[src/rtl/idex_dbg_pkg.sv]
// Shared definitions for the ID/EX debug snapshot reader: FSM states,
// frame geometry, snapshot layout and a word byte-select helper.
package idex_dbg_pkg;

    typedef enum logic [1:0] {
        S_IDLE,
        S_HEADER,
        S_PAYLOAD,
        S_CHECKSUM
    } state_t;

    localparam logic [4:0] FRAME_LEN     = 5'd27;
    localparam logic [4:0] PAYLOAD_FIRST = 5'd1;
    localparam logic [4:0] PAYLOAD_LAST  = 5'd25;
    localparam logic [4:0] CHK_IDX       = 5'd26;

    localparam logic [7:0] HEADER_DEFAULT = 8'hA5;

    typedef struct packed {
        logic [4:0]  rt_addr;
        logic [4:0]  rd_addr;
        logic [31:0] sig_extended;
        logic [31:0] rs_reg;
        logic [31:0] rt_reg;
        logic [31:0] pc;
        logic [31:0] jump_address;
        logic [5:0]  op;
        logic        reg_dst;
        logic        mem_read;
        logic        mem_write;
        logic        mem_to_reg;
        logic [3:0]  alu_op;
        logic        alu_src;
        logic        reg_write;
        logic        shmat;
        logic [2:0]  ls_type;
    } snap_t;

    localparam int unsigned SNAP_W = $bits(snap_t);

    // k=0 selects the most significant byte (big-endian streaming order).
    function automatic logic [7:0] word_byte(input logic [31:0] w, input logic [1:0] k);
        return w[8*(3-k) +: 8];
    endfunction

endpackage

[src/rtl/idex_snapshot_reg.sv]
// Load-enable register bank holding one frozen copy of a pipeline register.
module idex_snapshot_reg #(
    parameter int unsigned W = 8
) (
    input  logic         clk,
    input  logic         rst,
    input  logic         load_i,
    input  logic [W-1:0] d_i,
    output logic [W-1:0] q_o
);

    logic [W-1:0] data_q;

    always_ff @(posedge clk) begin
        if (!rst) begin
            data_q <= '0;
        end else if (load_i) begin
            data_q <= d_i;
        end
    end

    assign q_o = data_q;

endmodule

[src/rtl/idex_snapshot_reader.sv]
// Freezes the ID/EX register outputs on request and streams them as a
// 27-byte header/payload/checksum frame over a valid/ready byte port.
module idex_snapshot_reader
    import idex_dbg_pkg::*;
#(
    parameter logic [7:0] HEADER = HEADER_DEFAULT
) (
    input  logic        clk,
    input  logic        rst,
    input  logic        i_start,
    input  logic [4:0]  i_rt_addr,
    input  logic [4:0]  i_rd_addr,
    input  logic [31:0] i_sig_extended,
    input  logic [31:0] i_rs_reg,
    input  logic [31:0] i_rt_reg,
    input  logic [31:0] i_pc,
    input  logic [31:0] i_jump_address,
    input  logic [5:0]  i_op,
    input  logic        is_RegDst,
    input  logic        is_MemRead,
    input  logic        is_MemWrite,
    input  logic        is_MemtoReg,
    input  logic        is_ALUsrc,
    input  logic        is_RegWrite,
    input  logic        is_shmat,
    input  logic [3:0]  is_ALUop,
    input  logic [2:0]  is_load_store_type,
    output logic [7:0]  o_tx_data,
    output logic        o_tx_valid,
    input  logic        i_tx_ready,
    output logic        o_busy,
    output logic        o_done
);

    state_t      state_q;
    logic [4:0]  idx_q;
    logic [7:0]  chk_q;
    logic [7:0]  tx_data_q;
    logic        tx_valid_q;
    logic        busy_q;
    logic        done_q;

    snap_t       snap_d;
    snap_t       snap_q;
    logic        capture;
    logic        hs;
    logic [4:0]  idx_nxt;
    logic [7:0]  chk_nxt;

    always_comb begin
        snap_d              = '0;
        snap_d.rt_addr      = i_rt_addr;
        snap_d.rd_addr      = i_rd_addr;
        snap_d.sig_extended = i_sig_extended;
        snap_d.rs_reg       = i_rs_reg;
        snap_d.rt_reg       = i_rt_reg;
        snap_d.pc           = i_pc;
        snap_d.jump_address = i_jump_address;
        snap_d.op           = i_op;
        snap_d.reg_dst      = is_RegDst;
        snap_d.mem_read     = is_MemRead;
        snap_d.mem_write    = is_MemWrite;
        snap_d.mem_to_reg   = is_MemtoReg;
        snap_d.alu_op       = is_ALUop;
        snap_d.alu_src      = is_ALUsrc;
        snap_d.reg_write    = is_RegWrite;
        snap_d.shmat        = is_shmat;
        snap_d.ls_type      = is_load_store_type;
    end

    assign capture = (state_q == S_IDLE) && i_start;

    logic [SNAP_W-1:0] snap_bits_q;

    idex_snapshot_reg #(
        .W (SNAP_W)
    ) u_snap (
        .clk    (clk),
        .rst    (rst),
        .load_i (capture),
        .d_i    (snap_d),
        .q_o    (snap_bits_q)
    );

    assign snap_q = snap_t'(snap_bits_q);

    // Payload byte for frame indices 1..25; anything else reads as zero.
    function automatic logic [7:0] payload_byte(input snap_t s, input logic [4:0] idx);
        logic [4:0]  off;
        logic [31:0] w;
        logic [7:0]  b;
        off = idx - PAYLOAD_FIRST;
        w   = '0;
        b   = '0;
        if (idx >= PAYLOAD_FIRST && idx <= 5'd20) begin
            case (off[4:2])
                3'd0:    w = s.sig_extended;
                3'd1:    w = s.rs_reg;
                3'd2:    w = s.rt_reg;
                3'd3:    w = s.pc;
                default: w = s.jump_address;
            endcase
            b = word_byte(w, off[1:0]);
        end else begin
            case (idx)
                5'd21:   b = {3'b000, s.rt_addr};
                5'd22:   b = {3'b000, s.rd_addr};
                5'd23:   b = {2'b00, s.op};
                5'd24:   b = {s.reg_dst, s.mem_read, s.mem_write, s.mem_to_reg, s.alu_op};
                5'd25:   b = {2'b00, s.alu_src, s.reg_write, s.shmat, s.ls_type};
                default: b = '0;
            endcase
        end
        return b;
    endfunction

    assign hs      = tx_valid_q && i_tx_ready;
    assign idx_nxt = idx_q + 5'd1;
    assign chk_nxt = chk_q ^ tx_data_q;

    // The output byte is registered, so each handshake preloads the byte for
    // the next index; the checksum byte folds in the last payload byte directly.
    always_ff @(posedge clk) begin
        if (!rst) begin
            state_q    <= S_IDLE;
            idx_q      <= '0;
            chk_q      <= '0;
            tx_data_q  <= '0;
            tx_valid_q <= 1'b0;
            busy_q     <= 1'b0;
            done_q     <= 1'b0;
        end else begin
            done_q <= 1'b0;
            case (state_q)
                S_IDLE: begin
                    if (i_start) begin
                        state_q    <= S_HEADER;
                        idx_q      <= '0;
                        chk_q      <= '0;
                        tx_data_q  <= HEADER;
                        tx_valid_q <= 1'b1;
                        busy_q     <= 1'b1;
                    end
                end
                S_HEADER: begin
                    if (hs) begin
                        state_q   <= S_PAYLOAD;
                        idx_q     <= idx_nxt;
                        tx_data_q <= payload_byte(snap_q, idx_nxt);
                    end
                end
                S_PAYLOAD: begin
                    if (hs) begin
                        idx_q <= idx_nxt;
                        chk_q <= chk_nxt;
                        if (idx_q == PAYLOAD_LAST) begin
                            state_q   <= S_CHECKSUM;
                            tx_data_q <= chk_nxt;
                        end else begin
                            tx_data_q <= payload_byte(snap_q, idx_nxt);
                        end
                    end
                end
                S_CHECKSUM: begin
                    if (hs) begin
                        state_q    <= S_IDLE;
                        idx_q      <= '0;
                        chk_q      <= '0;
                        tx_data_q  <= '0;
                        tx_valid_q <= 1'b0;
                        busy_q     <= 1'b0;
                        done_q     <= 1'b1;
                    end
                end
                default: begin
                    state_q    <= S_IDLE;
                    tx_valid_q <= 1'b0;
                    busy_q     <= 1'b0;
                end
            endcase
        end
    end

    assign o_tx_data  = tx_data_q;
    assign o_tx_valid = tx_valid_q;
    assign o_busy     = busy_q;
    assign o_done     = done_q;

endmodule

[config.mk]
export PLATFORM = sky130hd
export DESIGN_NAME = idex_snapshot_reader
export DESIGN_NICKNAME = d
export VERILOG_FILES = /design/src/rtl/idex_dbg_pkg.sv /design/src/rtl/idex_snapshot_reg.sv /design/src/rtl/idex_snapshot_reader.sv
export SDC_FILE = /design/constraint.sdc
export NUM_CORES = 1
export LEC_CHECK = 0
export ABC_AREA = 1
export BUFFER_PORTS_ARGS = -buffer_cell sky130_fd_sc_hd__buf_2
export CAP_MARGIN = 20
export CORE_ASPECT_RATIO = 0.9
export CORE_UTILIZATION = 45
export CTS_CLUSTER_DIAMETER = 60
export DETAILED_ROUTE_END_ITERATION = 16
export GPL_ROUTABILITY_DRIVEN = 0
export PLACE_DENSITY = 0.67
export SKIP_CTS_REPAIR_TIMING = 1
export SLEW_MARGIN = 10
export SYNTH_ARGS = -nofsm -noshare
export SYNTH_HDL_FRONTEND = slang
export SYNTH_HIERARCHICAL = 1
export SYNTH_SLANG_ARGS = --single-unit
[constraint.sdc]
create_clock -name clk -period 3.47 [get_ports clk]
set_input_delay 0.1735 -clock clk [delete_from_list [all_inputs] [get_ports clk]]
set_output_delay 0.1735 -clock clk [all_outputs]
set_load 0.005 [all_outputs]
==> results.md <==
- Internal power comes to about 6.1 mW.
- The synthesized net count is 2077.
- The checks that failed: negative hold slack.
- The endpoint arrival time on the critical path is 3320 ps.
- The critical path is of the reg2reg type.
- The number of nets with antenna violations after routing is 0.
- The share of total power dissipated in the clock network is 0.263.
- The count of pins on the block boundary is 205.
- The analysis attributes to net switching a power of between 3 and 4 mW.
- The sequential-to-total area share from yosys stat is 0.379.
- The number of antenna violations at the first check in global routing is 0.
- The detailed-route via count is 11.6k.
- The remaining max-slew budget at the tightest pin is 0.507.
- Across the run, the number of max-cap violations was 0.
- The number of clock buffers added by TritonCTS is 24.
- After synthesis, the most frequently instantiated cells are sky130_fd_sc_hd__nor2_1, sky130_fd_sc_hd__nand2_1, sky130_fd_sc_hd__inv_1.
- The number of different library cells in the post-synthesis netlist is 33.
- The vertical die dimension is roughly 150 µm.
- The non-filler instance count after layout is 2466.
- Dividing the final minimum period by the clock period gives 0.829.
- From synthesis to final layout, the design area changed by 25.5%.
- The width of the die is roughly 170 µm.
- The relative contribution of sequential cells to total power is 0.368.
- The share of synthesized area in the top cell type comes to 0.379.
- The shortest clock period the worst path allows after layout is between 2000 and 3000 ps.
- Counting flops and latches in the post-synthesis netlist gives 215.
- The effective utilization at floorplan is 0.463.
- The share of total power dissipated in combinational logic is 0.369.
- The most instantiated library cell after synthesis is sky130_fd_sc_hd__nor2_1.
- The number of placed instances, taps included, is roughly 2.3k.
- The via count of the first global-routing pass is approximately 10k.
- The average vias per placed instance is ~4.7.
- Global routing finished with a remaining overflow of 0.
- Summed over all instances, the cell type with the most area after synthesis is sky130_fd_sc_hd__dfxtp_1.
- The average instance in the mapped netlist occupies between 6 and 7 µm².
- For the pin with the worst max-slew slack, the measured transition is about 730 ps.
- Counting every instance in the synthesized netlist gives approximately 1.9k.
- The number of enable-type register cells in the synthesized netlist is 0.
- The largest single stage delay on the critical path is 470 ps.
- For the final database, setup skew stands at roughly 7.0 ps.
- The worst hold slack is -56.5 ps.
- The path category of the worst min-delay check is in2reg.
- The full die area is ~26000 µm².
- Summing every instance area after synthesis gives approximately 11000 µm².
- Summing all multi-input logic gate instances after layout gives 5400 µm².
- Port buffering added ~200 buffers.
- Summed over all failing endpoints, the final setup total negative slack is 0 ps.
- TritonCTS built the clock tree.
- STA puts the critical path data required time at ~3900 ps.
- The floorplan has 54 rows.
- The switching power share of the total is 0.391.
- The worst setup path is captured at a flop.
- The number of max-slew violations in the final report was 0.
- Across the whole layout, storage elements account for about 4300 µm².
- The detailed-routing iteration count for the pre-antenna-repair pass is 5.
- The combined global-route utilization of all metal layers is 0.240.
- The dominant synthesized flop cell is sky130_fd_sc_hd__dfxtp_1.
- During synthesis, Yosys emitted a total of 6 warnings.
- The average routed wire per standard cell is roughly 13 µm.
- The placed wire-length estimate is roughly 23 mm.
- Sorting the synthesized cells by area gives the leading types as sky130_fd_sc_hd__dfxtp_1, sky130_fd_sc_hd__nor2_1, sky130_fd_sc_hd__nand2_1.
- For this design, the slowest cell found on the critical path is sky130_fd_sc_hd__nand2_2.
- The final layout contains 2318 nets.
- The root buffer cell chosen for the clock tree is sky130_fd_sc_hd__clkbuf_16.
- Counting along the longest clock path gives a buffer depth of 3.
- The routed design has about 33 mm of wire.
- STA classifies the critical path startpoint as a flop.
- CTS built an H-tree with a depth of 1.
- The flow ran to the end, but the final reports show violations.
- The floorplan core area is around 25000 µm².
- The largest net degree at the start of global routing is roughly 120.
- In the routed design, unresolved DRC markers number 0.
- The number of failing setup endpoints in the final timing report is 0.
- The signal on the critical path passes through buf_4 > ha_1 > nand3_4 > nand2_2 > nand2_4 > nand2_2 > buf_4 > nand4_1 > nand3_1 > nand2_1 > nand3_1 > nand3_1 > nand2_1 > nand2_1 > a21oi_1.
- The detailed router finished its first iteration with 877 violations.
- For this run, the top clock speed supported by timing is approximately 350 MHz.
- The peak supply drop is roughly 0.00036 V.
- The total number of clock tree sinks is between 200 and 250.
- In this run the worst path has a maximum fanout of 35.
- After synthesis, the share of flip-flops with an asynchronous set or reset is 0.
- The hold violation count in the final report came to 76.
- The first-pass GRT wire length is a little over 50 mm.
- The analysis attributes to cell leakage a power of 7.39 nW.
- Setup repair after global routing left no endpoint under its margin.
- Clock-pin slew was measured on the worst setup and hold paths at ~60 ps.
- The clock latency of the later-clocked register in the worst-skew pair is about 530 ps.
- The power density of the placed cells is approximately 700 nW/µm².
- After filler insertion, the fill cell instance count of the layout stands at roughly 2.4k.
- The number of antenna diodes is 0.
- Of the cells placed in the final design, the portion with a size suffix greater than 1 is 0.136.
-- registers in the layout (all words and copies together), names as in the netlist --
| signal | cells |
|---|---|
| chk_q | 8 |
| idx_q | 5 |
| o_busy | 1 |
| o_done | 1 |
| o_tx_data | 8 |
| state_q | 2 |
| u_snap/q_o | 190 |
-- worst max-delay path, delay by kind of cell (launching register included) --
kind | cells | cell delay [ps]
AO/OA/AOI/OAI | 1 | 130
adder cells (fa/ha/maj) | 1 | 310
buffers and inverters | 2 | 600
flip-flops | 1 | 310
AND/OR/NAND/NOR | 11 | 1440
-- placed cells by master, fill, tap and decap left out, types with 2 or more instances in the layout --
cell type,instances
sky130_fd_sc_hd__a211oi_1,7
sky130_fd_sc_hd__a21oi_1,24
sky130_fd_sc_hd__a21oi_2,4
sky130_fd_sc_hd__a41oi_1,2
sky130_fd_sc_hd__buf_12,5
sky130_fd_sc_hd__buf_2,203
sky130_fd_sc_hd__buf_4,8
sky130_fd_sc_hd__bufinv_16,2
sky130_fd_sc_hd__clkbuf_1,6
sky130_fd_sc_hd__clkbuf_16,25
sky130_fd_sc_hd__clkbuf_8,6
sky130_fd_sc_hd__clkinv_2,2
sky130_fd_sc_hd__dfxtp_1,215
sky130_fd_sc_hd__dlygate4sd3_1,102
sky130_fd_sc_hd__ha_1,11
sky130_fd_sc_hd__inv_1,284
sky130_fd_sc_hd__inv_2,6
sky130_fd_sc_hd__nand2_1,490
sky130_fd_sc_hd__nand2_2,7
sky130_fd_sc_hd__nand2_4,2
sky130_fd_sc_hd__nand3_1,75
sky130_fd_sc_hd__nand3_2,2
sky130_fd_sc_hd__nand4_1,59
sky130_fd_sc_hd__nor2_1,504
sky130_fd_sc_hd__nor2_2,6
sky130_fd_sc_hd__nor3_1,3
sky130_fd_sc_hd__o211ai_1,2
sky130_fd_sc_hd__o21ai_0,14
sky130_fd_sc_hd__o21ai_1,7
sky130_fd_sc_hd__o22ai_1,32
sky130_fd_sc_hd__or2_2,4
sky130_fd_sc_hd__xnor2_1,3
-- worst paths after layout --
check	startpoint	to	slack, ps	cells after the start
worst max register to register	idx_q[0]	o_tx_data[6]	590	15
worst min-delay path	i_rt_reg[3]	u_snap/q_o[87]	-60	5
worst min register to register	u_snap/q_o[149]	u_snap/q_o[149]	470	2
worst max-delay path	idx_q[0]	o_tx_data[6]	590	15
-- cell type report --
type / instances / area share
clock buffer: 37 / 0.0513
clock inverter: 6 / 0.00658
inverter: 291 / 0.0772
multi-input combinational: 1262 / 0.379
sequential: 215 / 0.302
tap: 336 / 0.0295
timing repair buffer: 319 / 0.155
-- power by group through the flow --
stage                     Sequential [mW]  Clock (mW)  Combinational [mW]
after CTS                            3.68        2.67                3.58
final                                3.70        2.64                3.70
after detailed placement             3.72           0                3.57
after floorplan                      3.53           0                2.78
after global placement               3.71           0                3.52
after global routing                 3.77        2.78                4.19
-- per-layer routing --
layer,GRT usage,wire [µm]
met4,0.0699,803
met2,0.383,14800
met5,0,0
met3,0.0260,1790
met1,0.341,15500
-- through the flow --
| stage | total power, mW | setup slack [ps] | hold WS, ps | area (µm²) | util |
|---|---|---|---|---|---|
| 2_1_floorplan | 6.31 | 1110 | 343 | 11400 | - |
| 3_5_place_dp | 7.29 | 666 | 463 | 12400 | 0.506 |
| 6_report | 10.0 | 595 | -56.5 | 14300 | 0.581 |
| 5_1_grt | 10.7 | 341 | -1.46 | 14300 | 0.581 |
| 3_3_place_gp | 7.23 | 791 | 459 | 12400 | 0.506 |
| 4_1_cts | 9.93 | 639 | -73.0 | 13200 | 0.540 |
-- logic make-up after synthesis --
kind of cell	count (synthesis)	synth area share
buffers and inverters	395	0.146
adders and majority gates	11	0.0121
AOI/OAI and AO/OA	93	0.0488
DFF	215	0.379
and+or+nand+nor	1155	0.412
xor gates and xnor gates	3	0.00231
No activity file was read; power rests on OpenSTA's default activity.
